--- src/rtl/fifo_pkg.sv ---
// fifo_pkg: default FIFO geometry and the count-width helper shared by the FIFO top and its RAM instantiation
package fifo_pkg;
  localparam int FIFO_DATA_WIDTH = 8;
  localparam int FIFO_ADDR_WIDTH = 13;
  localparam int FIFO_RAM_DEPTH = 5000;
  function automatic int cnt_width(input int aw);
    return aw + 1;
  endfunction
endpackage

--- src/rtl/fifo_controller_if.sv ---
// fifo_controller_if: push/pop, status and dual-port RAM signals of the FIFO controller
// slave: controller side (push/pop requests and ram_rdata in; pop data, flags, count and RAM write/read address out)
// master: producer/consumer/RAM side; overflow/underflow exist only with FIFO_ERR_FLAGS_EN
interface fifo_controller_if
  import fifo_pkg::*;
#(
  parameter int DATA_WIDTH = FIFO_DATA_WIDTH,
  parameter int ADDR_WIDTH = FIFO_ADDR_WIDTH
);
  logic                  wr_en;
  logic [DATA_WIDTH-1:0] wr_data;
  logic                  rd_en;
  logic [DATA_WIDTH-1:0] rd_data;
  logic                  rd_valid;
  logic                  full;
  logic                  empty;
  logic                  almost_full;
  logic [ADDR_WIDTH:0]   count;
  logic [ADDR_WIDTH-1:0] ram_waddr;
  logic [DATA_WIDTH-1:0] ram_wdata;
  logic                  ram_we;
  logic [ADDR_WIDTH-1:0] ram_raddr;
  logic [DATA_WIDTH-1:0] ram_rdata;
`ifdef FIFO_ERR_FLAGS_EN
  logic                  overflow;
  logic                  underflow;
  modport slave (input wr_en, wr_data, rd_en, ram_rdata,
                 output rd_data, rd_valid, full, empty, almost_full, count,
                 ram_waddr, ram_wdata, ram_we, ram_raddr, overflow, underflow);
  modport master (output wr_en, wr_data, rd_en, ram_rdata,
                  input rd_data, rd_valid, full, empty, almost_full, count,
                  ram_waddr, ram_wdata, ram_we, ram_raddr, overflow, underflow);
`else
  modport slave (input wr_en, wr_data, rd_en, ram_rdata,
                 output rd_data, rd_valid, full, empty, almost_full, count,
                 ram_waddr, ram_wdata, ram_we, ram_raddr);
  modport master (output wr_en, wr_data, rd_en, ram_rdata,
                  input rd_data, rd_valid, full, empty, almost_full, count,
                  ram_waddr, ram_wdata, ram_we, ram_raddr);
`endif
endinterface

--- src/rtl/fifo_ptr_wrap.sv ---
// fifo_ptr_wrap: pointer that advances on inc and wraps from RAM_DEPTH-1 to 0 (any depth)
// ports: clk, rst (sync, active-high), inc (advance), ptr (current value)
module fifo_ptr_wrap #(
  parameter int ADDR_WIDTH = 13,
  parameter int RAM_DEPTH = 5000
) (
  input  logic                  clk,
  input  logic                  rst,
  input  logic                  inc,
  output logic [ADDR_WIDTH-1:0] ptr
);
  logic [ADDR_WIDTH-1:0] ptr_q, ptr_d;
  always_comb ptr_d = !inc ? ptr_q : ptr_q == ADDR_WIDTH'(RAM_DEPTH - 1) ? '0 : ptr_q + ADDR_WIDTH'(1);
  always_ff @(posedge clk) ptr_q <= rst ? '0 : ptr_d;
  assign ptr = ptr_q;
endmodule

--- src/rtl/fifo_controller.sv ---
// fifo_controller: synchronous FIFO control (pointers, count, flags) in front of an async-read dual-port RAM
// ports: clk, rst (sync, active-high), bus (fifo_controller_if.slave: push/pop, rd_data/rd_valid, flags, count, RAM port)
// FIFO_ERR_FLAGS_EN adds sticky overflow/underflow outputs on bus
module fifo_controller
  import fifo_pkg::*;
#(
  parameter int DATA_WIDTH = FIFO_DATA_WIDTH,
  parameter int ADDR_WIDTH = FIFO_ADDR_WIDTH,
  parameter int RAM_DEPTH = FIFO_RAM_DEPTH,
  parameter int ALMOST_FULL_TH = 4900
) (
  input logic               clk,
  input logic               rst,
  fifo_controller_if.slave  bus
);
  localparam int CW = cnt_width(ADDR_WIDTH);
  logic [CW-1:0]         count_q, count_d;
  logic                  full_q, full_d, empty_q, empty_d, af_q, af_d;
  logic [DATA_WIDTH-1:0] rd_data_q;
  logic                  rd_valid_q;
  logic                  push_ok, pop_ok;
  logic [ADDR_WIDTH-1:0] wr_ptr, rd_ptr;
  // requests in the reset cycle are ignored so the RAM is not written either
  always_comb begin
    pop_ok = !rst && bus.rd_en && !empty_q;
    push_ok = !rst && bus.wr_en && (!full_q || pop_ok);
    count_d = count_q + CW'(push_ok) - CW'(pop_ok);
    empty_d = count_d == '0;
    full_d = count_d == CW'(RAM_DEPTH);
    af_d = count_d >= CW'(ALMOST_FULL_TH);
  end
  always_ff @(posedge clk) begin
    if (rst) begin
      count_q <= '0;
      empty_q <= 1'b1;
      full_q <= 1'b0;
      af_q <= 1'b0;
      rd_data_q <= '0;
      rd_valid_q <= 1'b0;
    end else begin
      count_q <= count_d;
      empty_q <= empty_d;
      full_q <= full_d;
      af_q <= af_d;
      rd_data_q <= pop_ok ? bus.ram_rdata : rd_data_q;
      rd_valid_q <= pop_ok;
    end
  end
  fifo_ptr_wrap #(.ADDR_WIDTH(ADDR_WIDTH), .RAM_DEPTH(RAM_DEPTH)) u_wr_ptr (
    .clk(clk), .rst(rst), .inc(push_ok), .ptr(wr_ptr)
  );
  fifo_ptr_wrap #(.ADDR_WIDTH(ADDR_WIDTH), .RAM_DEPTH(RAM_DEPTH)) u_rd_ptr (
    .clk(clk), .rst(rst), .inc(pop_ok), .ptr(rd_ptr)
  );
  assign bus.rd_data = rd_data_q;
  assign bus.rd_valid = rd_valid_q;
  assign bus.full = full_q;
  assign bus.empty = empty_q;
  assign bus.almost_full = af_q;
  assign bus.count = count_q;
  assign bus.ram_waddr = wr_ptr;
  assign bus.ram_wdata = bus.wr_data;
  assign bus.ram_we = push_ok;
  assign bus.ram_raddr = rd_ptr;
`ifdef FIFO_ERR_FLAGS_EN
  logic overflow_q, underflow_q;
  always_ff @(posedge clk) begin
    if (rst) begin
      overflow_q <= 1'b0;
      underflow_q <= 1'b0;
    end else begin
      overflow_q <= overflow_q | (bus.wr_en && full_q && !pop_ok);
      underflow_q <= underflow_q | (bus.rd_en && empty_q);
    end
  end
  assign bus.overflow = overflow_q;
  assign bus.underflow = underflow_q;
`endif
endmodule

--- src/flat_wrapper.sv ---
// flat-port wrapper written by rule: the top's interface ports become plain ports
module fifo_controller_flat import fifo_pkg::*;
#(
  parameter int DATA_WIDTH = FIFO_DATA_WIDTH,
  parameter int ADDR_WIDTH = FIFO_ADDR_WIDTH,
  parameter int RAM_DEPTH = FIFO_RAM_DEPTH,
  parameter int ALMOST_FULL_TH = 4900
)
  (clk, rst, bus_wr_en, bus_wr_data, bus_rd_en, bus_ram_rdata, bus_rd_data, bus_rd_valid, bus_full, bus_empty, bus_almost_full, bus_count, bus_ram_waddr, bus_ram_wdata, bus_ram_we, bus_ram_raddr);
  fifo_controller_if #(.DATA_WIDTH(DATA_WIDTH), .ADDR_WIDTH(ADDR_WIDTH)) bus_i ();
  input logic clk;
  input logic rst;
  input wire logic [$bits(bus_i.wr_en)-1:0] bus_wr_en;
  input wire logic [$bits(bus_i.wr_data)-1:0] bus_wr_data;
  input wire logic [$bits(bus_i.rd_en)-1:0] bus_rd_en;
  input wire logic [$bits(bus_i.ram_rdata)-1:0] bus_ram_rdata;
  output wire logic [$bits(bus_i.rd_data)-1:0] bus_rd_data;
  output wire logic [$bits(bus_i.rd_valid)-1:0] bus_rd_valid;
  output wire logic [$bits(bus_i.full)-1:0] bus_full;
  output wire logic [$bits(bus_i.empty)-1:0] bus_empty;
  output wire logic [$bits(bus_i.almost_full)-1:0] bus_almost_full;
  output wire logic [$bits(bus_i.count)-1:0] bus_count;
  output wire logic [$bits(bus_i.ram_waddr)-1:0] bus_ram_waddr;
  output wire logic [$bits(bus_i.ram_wdata)-1:0] bus_ram_wdata;
  output wire logic [$bits(bus_i.ram_we)-1:0] bus_ram_we;
  output wire logic [$bits(bus_i.ram_raddr)-1:0] bus_ram_raddr;
  assign bus_i.wr_en = bus_wr_en;
  assign bus_i.wr_data = bus_wr_data;
  assign bus_i.rd_en = bus_rd_en;
  assign bus_i.ram_rdata = bus_ram_rdata;
  assign bus_rd_data = bus_i.rd_data;
  assign bus_rd_valid = bus_i.rd_valid;
  assign bus_full = bus_i.full;
  assign bus_empty = bus_i.empty;
  assign bus_almost_full = bus_i.almost_full;
  assign bus_count = bus_i.count;
  assign bus_ram_waddr = bus_i.ram_waddr;
  assign bus_ram_wdata = bus_i.ram_wdata;
  assign bus_ram_we = bus_i.ram_we;
  assign bus_ram_raddr = bus_i.ram_raddr;
  fifo_controller #(.DATA_WIDTH(DATA_WIDTH), .ADDR_WIDTH(ADDR_WIDTH), .RAM_DEPTH(RAM_DEPTH), .ALMOST_FULL_TH(ALMOST_FULL_TH)) u_core (.clk(clk), .rst(rst), .bus(bus_i));
endmodule
--- config.mk ---
export PLATFORM = sky130hd
export DESIGN_NAME = fifo_controller_flat
export DESIGN_NICKNAME = d
export VERILOG_FILES = /design/src/rtl/fifo_pkg.sv /design/src/rtl/fifo_controller_if.sv /design/src/rtl/fifo_ptr_wrap.sv /design/src/rtl/fifo_controller.sv /design/src/flat_wrapper.sv
export SDC_FILE = /design/constraint.sdc
export NUM_CORES = 1
export LEC_CHECK = 0
export CORE_ASPECT_RATIO = 0.8
export CORE_MARGIN = 3
export CORE_UTILIZATION = 45
export CTS_CLUSTER_SIZE = 24
export DETAILED_ROUTE_END_ITERATION = 12
export DONT_BUFFER_PORTS = 1
export SLEW_MARGIN = 5
export SYNTH_ARGS = -nofsm -noshare
export SYNTH_HDL_FRONTEND = slang
export SYNTH_SLANG_ARGS = --single-unit
--- constraint.sdc ---
create_clock -name clk -period 8.5 [get_ports clk]
set_input_delay 2.55 -clock clk [delete_from_list [all_inputs] [get_ports clk]]
set_output_delay 2.55 -clock clk [all_outputs]
set_load 0.005 [all_outputs]
==> flow_summary.toml, run 1 <==
[yosys]
ys_ff_latch = 52
synthFlopType = "dfxtp_1"
synth_simple_gate_area_share = 0.2541
synth-compound-area-share = 0.1425
yosys-top-cells-area = "dfxtp_1, xor2_1, ha_1, nor2_1, nand2_1"
synth_common_cells = "dfxtp_1, nor2_1, nand2_1"
ys_warn_count = 0
yosys.cell_count.top_type = "dfxtp_1"
synth.distinct_cells = 52
syn_inst = 349
synth_fa_ha_area_frac = 0.07672
synth_top_area_cell = "dfxtp_1"
syn_area_sq_um = 2870
syn_area_per_cell_sq_um = 8.224
yosysSeqAreaShare = 0.3627
synth_xor_area_frac = 0.09765
synth_edf_count = 0
synthMuxAreaShare = 0
async_flop_share = 0
syn-num-nets = 386
synth_top_family_by_area = "simple AND/OR/NAND/NOR gates"
yosysTopAreaCellShare = 0.3627

[worst_setup_path]
end_kind = "output port"
cp-start-kind = "primary input"
cp.required_ps = 5950
crit_type = "primary input to output port"
arrival_ps = 3890
crit_fanout = 11
max_stage_delay_ps = 600
critical-path-top-delay-family = "simple AND/OR/NAND/NOR gates"
cpMaxStageDelayCell = "nor2b_1"
path_buf_inv = 0
worstPathCellList = "nor2b_1, o21ai_1, nor2_1"

[clocking]
clock_latency_ps = 300
post_cts_buffers = 0
cts_buffers = 5
clk_pin_slew_ps = 90
holdBufCountCts = 0
clock_tree.root_cell = "clkbuf_8"
cts_resized = 0
htreeDepth = 2
cts_sinks = 52
cts_tree = "yes"
clockBufferDepth = 2

[place]
dpl.hpwl_um = 4688
place_worst_setup_slack_ps = 2031
port_buffers = 0
dpl.cell_count = 412
gp_congestion = 0.8878

[floorplanning]
io_pins = 81
core_area_sq_um = 6037
num_rows = 25
chipWidth_um = 95.29
floorplan.initialDensity = 0.4754
die-area_sq_um = 7379
die_h_um = 77.44

[routing]
drt_iter0_drc = 80
via_per_inst = 5.479
wl_per_cell_um = 14.63
ant_nets = 0
drt-total-wl_um = 6145
drt-pass1-iter-count = 4
route.detailed.drc = 0
route.vias.total = 2301

[grt]
grt_pass1_vias = 2192
antenna_found_initial = 0
grt_usage = 0.1742
grt_max_degree = 27
grt_overflow_total = 0
grt_pass1_wl_um = 10470

[layout]
drive_gt1_frac = 0.04720
nets = 375
n_antenna_cell = 0
final_util = 0.4947
layout.cells.non_filler = 420
syn_to_final_growth_pct = 4.054

[sta]
setup_viol = 0
final.period_utilization = 0.7574
finalCriticalPeriod_ps = 6438
relSlewSlack = 0.4925
final_hold_viol_count = 0
finalSetupTns_ps = 0
finalHoldWorstSlack_ps = 476.4
fmax_mhz = 155.3
fin_skew_ps = 7.405
setup_ws_ps = 2062
slew_viol_final = 0
worst_slew_pin_slew_ps = 759.7
rsz0062_at_grt = "false"

[pwr]
swShare = 0.4356
pwr_density_cell_nw_per_um2 = 372.0
seqPwrFrac = 0.279
ir_drop_uv = 129.4
intPower_uw = 627.0
p_clk_frac = 0.157
p_leak_nw = 1.153
p_comb_frac = 0.564
p_switching_uw = 484.0

[run]
maxCapViolCount = 0

[min_path]
min_path_type = "register to register"

[run_status]
status = "finished, final reports clean"
==> metrics by stage <==
| stage | instance area, sq um | total power, mW |
|---|---|---|
| final | 2987 | 1.111 |
| after global routing | 2987 | 1.218 |
| after global placement | 2872 | 0.9370 |
| after detailed placement | 2872 | 0.9375 |
| after floorplan | 2870 | 0.8309 |
| after CTS | 2987 | 1.117 |
==> worst reg2reg max path: stages (launching register included) <==
cell       delay [ps]
dfxtp_1           360
nor2b_1           610
o21ai_1           210
nor2_1            530
ha_1              290
inv_1              60
fa_1              380
nor2b_1           270
o31ai_1           110
a2111oi_0         500
o22ai_1           230
xnor2_1           300
nand3_1           130
nor4b_2           220
==> layer usage <==
metal / wire, um / track usage
met5: 0 / 0
met4: 62 / 0.04467
met3: 560 / 0.06492
met2: 2513 / 0.2481
met1: 3008 / 0.2461
==> layout by cell type (no fill, tap or decap), types with 3 or more instances in the layout <==
cell type / instances
o21a_1: 7
xnor2_1: 8
nand2b_1: 4
nand3_1: 12
dfxtp_1: 52
inv_1: 20
nor2b_1: 6
o21ai_0: 9
nor2_1: 48
clkbuf_8: 5
and2_1: 5
xor2_1: 24
o211ai_1: 3
nand4_1: 10
a211o_1: 3
nand2_1: 35
and3_1: 6
nor3_1: 6
ha_1: 16
a21oi_1: 19
==> sequential cells by signal, indices dropped and copies added, names as in the netlist <==
signal	flops
u_core.u_wr_ptr.ptr	13
u_core.u_rd_ptr.ptr	13
u_core.bus.rd_data	8
u_core.bus.almost_full	1
u_core.bus.count	14
u_core.bus.rd_valid	1
u_core.bus.empty	1
u_core.bus.full	1
==> logic make-up (layout without fill, tap and decap cells) <==
kind of cell / Yosys count / after routing
simple gates: 147 / 147
compound gates: 61 / 61
flops: 52 / 52
buf+inv: 40 / 30
xor+xnor: 32 / 32
fa+ha+maj: 17 / 17
==> cell type report <==
type	count	area [sq um]
inverter	20	75.07
tap	81	101.3
sequential	52	1041
fill	602	3050
clock buffer	5	68.82
clock inverter	3	46.29
multi-input combinational	257	1639
timing repair buffer	2	15.01
==> power groups by stage <==
stage / clock [mW] / sequential, mW / combinational (mW)
6_report: 0.175 / 0.310 / 0.626
5_1_grt: 0.193 / 0.315 / 0.710
4_1_cts: 0.181 / 0.312 / 0.624
3_5_place_dp: 0 / 0.318 / 0.620
3_3_place_gp: 0 / 0.316 / 0.621
2_1_floorplan: 0 / 0.307 / 0.524
==> path summary, 6_finish.rpt <==
path	startpoint	depth (start not counted)	slack, ps	endpoint
min	u_core.bus.rd_data[6]$_SDFFE_PP0P_	2	480	u_core.bus.rd_data[6]$_SDFFE_PP0P_
min reg2reg	u_core.bus.rd_data[6]$_SDFFE_PP0P_	2	480	u_core.bus.rd_data[6]$_SDFFE_PP0P_
max reg2reg	u_core.bus.empty$_SDFF_PP1_	13	4230	u_core.bus.full$_SDFF_PP0_
max	bus_rd_en	3	2060	bus_ram_we
No activity file was read; power rests on OpenSTA's default activity.
==> run 2: changes to the inputs <==
clock period = 6.45 ns   (was 8.5 ns; I/O delays follow)
==> flow_summary.toml, run 2 (same netlist as run 1, synthesis figures left out) <==
[routing]
wl_per_cell_um = 14.77
drt_iter0_drc = 118
drt-pass1-iter-count = 4
route.detailed.drc = 0
ant_nets = 0
drt-total-wl_um = 6204
via_per_inst = 5.507
route.vias.total = 2313

[place]
dpl.hpwl_um = 4775
dpl.cell_count = 412
gp_congestion = 0.8187
port_buffers = 0

[clocking]
post_cts_buffers = 0
htreeDepth = 2
clock_latency_ps = 300
cts_resized = 0
cts_buffers = 5
clock_tree.root_cell = "clkbuf_8"
cts_sinks = 52
cts_tree = "yes"
clockBufferDepth = 2
clk_pin_slew_ps = 100
holdBufCountCts = 0

[grt]
grt_max_degree = 27
grt_pass1_vias = 2124
grt_usage = 0.1736
grt_pass1_wl_um = 10350
antenna_found_initial = 0
grt_overflow_total = 0

[sta]
finalSetupTns_ps = 0
final.period_utilization = 0.7769
setup_viol = 0
worst_slew_pin_slew_ps = 1192
finalCriticalPeriod_ps = 5011
fin_skew_ps = 9.864
relSlewSlack = 0.1967
fmax_mhz = 199.6
finalHoldWorstSlack_ps = 474.0
slew_viol_final = 0
rsz0062_at_grt = "false"
final_hold_viol_count = 0

[layout]
layout.cells.non_filler = 420
final_util = 0.4958
largest_reg_flops = 14
layout_common_cells = "dfxtp_1, nor2_1, nand2_1, xor2_1, inv_1"
final_common_cell = "dfxtp_1"
drive_gt1_frac = 0.04720
n_antenna_cell = 0
syn_to_final_growth_pct = 4.272
nets = 375

[pwr]
fin_total_pwr_mw = 1.478
ir_drop_uv = 189.4
pwr_density_cell_nw_per_um2 = 493.9
p_leak_nw = 1.160

[worst_setup_path]
cp.required_ps = 6670
worstPathCellList = "nor2b_1, o21ai_1, nor2_1, buf_4, ha_1, inv_1, fa_1, nor2b_1, o31ai_1, a2111oi_0, o22ai_1, xnor2_1, nand3_1, nor4b_2"
critical-path-top-delay-family = "simple AND/OR/NAND/NOR gates"
crit_fanout = 11
end_kind = "register"
path_buf_inv = 2
max_stage_delay_ps = 590
arrival_ps = 5230
reg2reg_depth = 14
crit_type = "primary input to register"
worst-path-stages = 14
cpMaxStageDelayCell = "nor2b_1"
cp_common_cell = "nor2b_1"
cp-start-kind = "primary input"

[floorplanning]
floorplan.initialDensity = 0.4754
die-area_sq_um = 7379
chipWidth_um = 95.29
io_pins = 81
die_h_um = 77.44
core_area_sq_um = 6037
num_rows = 25

[min_path]
min_path_type = "register to register"
hold_depth = 2

[run_status]
status = "finished, final reports clean"

[run]
maxCapViolCount = 0
-- run 2: changes by cell type in the layout (fill, tap and decap cells not counted) --
cell	previous run	this run
inv_6	1	0
clkinvlp_4	1	0
clkbuf_8	5	6
clkinv_4	0	1
-- run 2: worst paths after layout --
path                                                          from  slack, ps                                  to
worst max-delay path                                     bus_rd_en       1440          u_core.bus.full$_SDFF_PP0_
worst min-delay path            u_core.bus.rd_data[5]$_SDFFE_PP0P_        470  u_core.bus.rd_data[5]$_SDFFE_PP0P_
worst max register to register         u_core.bus.empty$_SDFF_PP1_       2710          u_core.bus.full$_SDFF_PP0_
worst min register to register  u_core.bus.rd_data[5]$_SDFFE_PP0P_        470  u_core.bus.rd_data[5]$_SDFFE_PP0P_
-- run 2: report_power, final --
| part | internal, mW | switching [mW] | leakage (nW) | total (mW) |
|---|---|---|---|---|
| combinational | 0.343 | 0.492 | 0.673 | 0.836 |
| sequential | 0.366 | 0.0416 | 0.425 | 0.408 |
| clock | 0.127 | 0.108 | 0.0614 | 0.235 |
-- run 2: final cells by class --
| type | instances | area (sq um) |
|---|---|---|
| fillers | 587 | 3044 |
| multi-input cells | 257 | 1639 |
| flip-flops and latches | 52 | 1041 |
| well taps | 81 | 101.3 |
| clock buffers | 6 | 82.58 |
| inverters | 20 | 75.07 |
| clock inverters | 2 | 38.79 |
| repair buffers | 2 | 15.01 |
-- run 2: routing by layer --
metal	part of all wire	up-vias	wire, um	GRT usage
li1	-	1176	-	-
met5	0	-	0	0
met2	0.41	74	2520	0.2474
met1	0.50	1055	3102	0.2511
met3	0.087	8	542	0.05911
met4	0.0063	0	39	0.03890
-- run 2: worst register-to-register path: cells and delay by family, from the launching register on --
family | cells | cell delay (ps)
buffers and inverters | 2 | 230
flip-flops | 1 | 360
AND/OR/NAND/NOR | 5 | 1360
XOR/XNOR | 1 | 270
AO/OA/AOI/OAI | 4 | 890
adder cells (fa/ha/maj) | 2 | 550
-- run 2: per-stage QoR --
stage	worst slack, ps	area (sq um)
after detailed placement	1129	2872
after floorplan	1802	2870
after CTS	1431	2993
after global placement	1250	2872
after global routing	945.7	2993
final	1439	2993
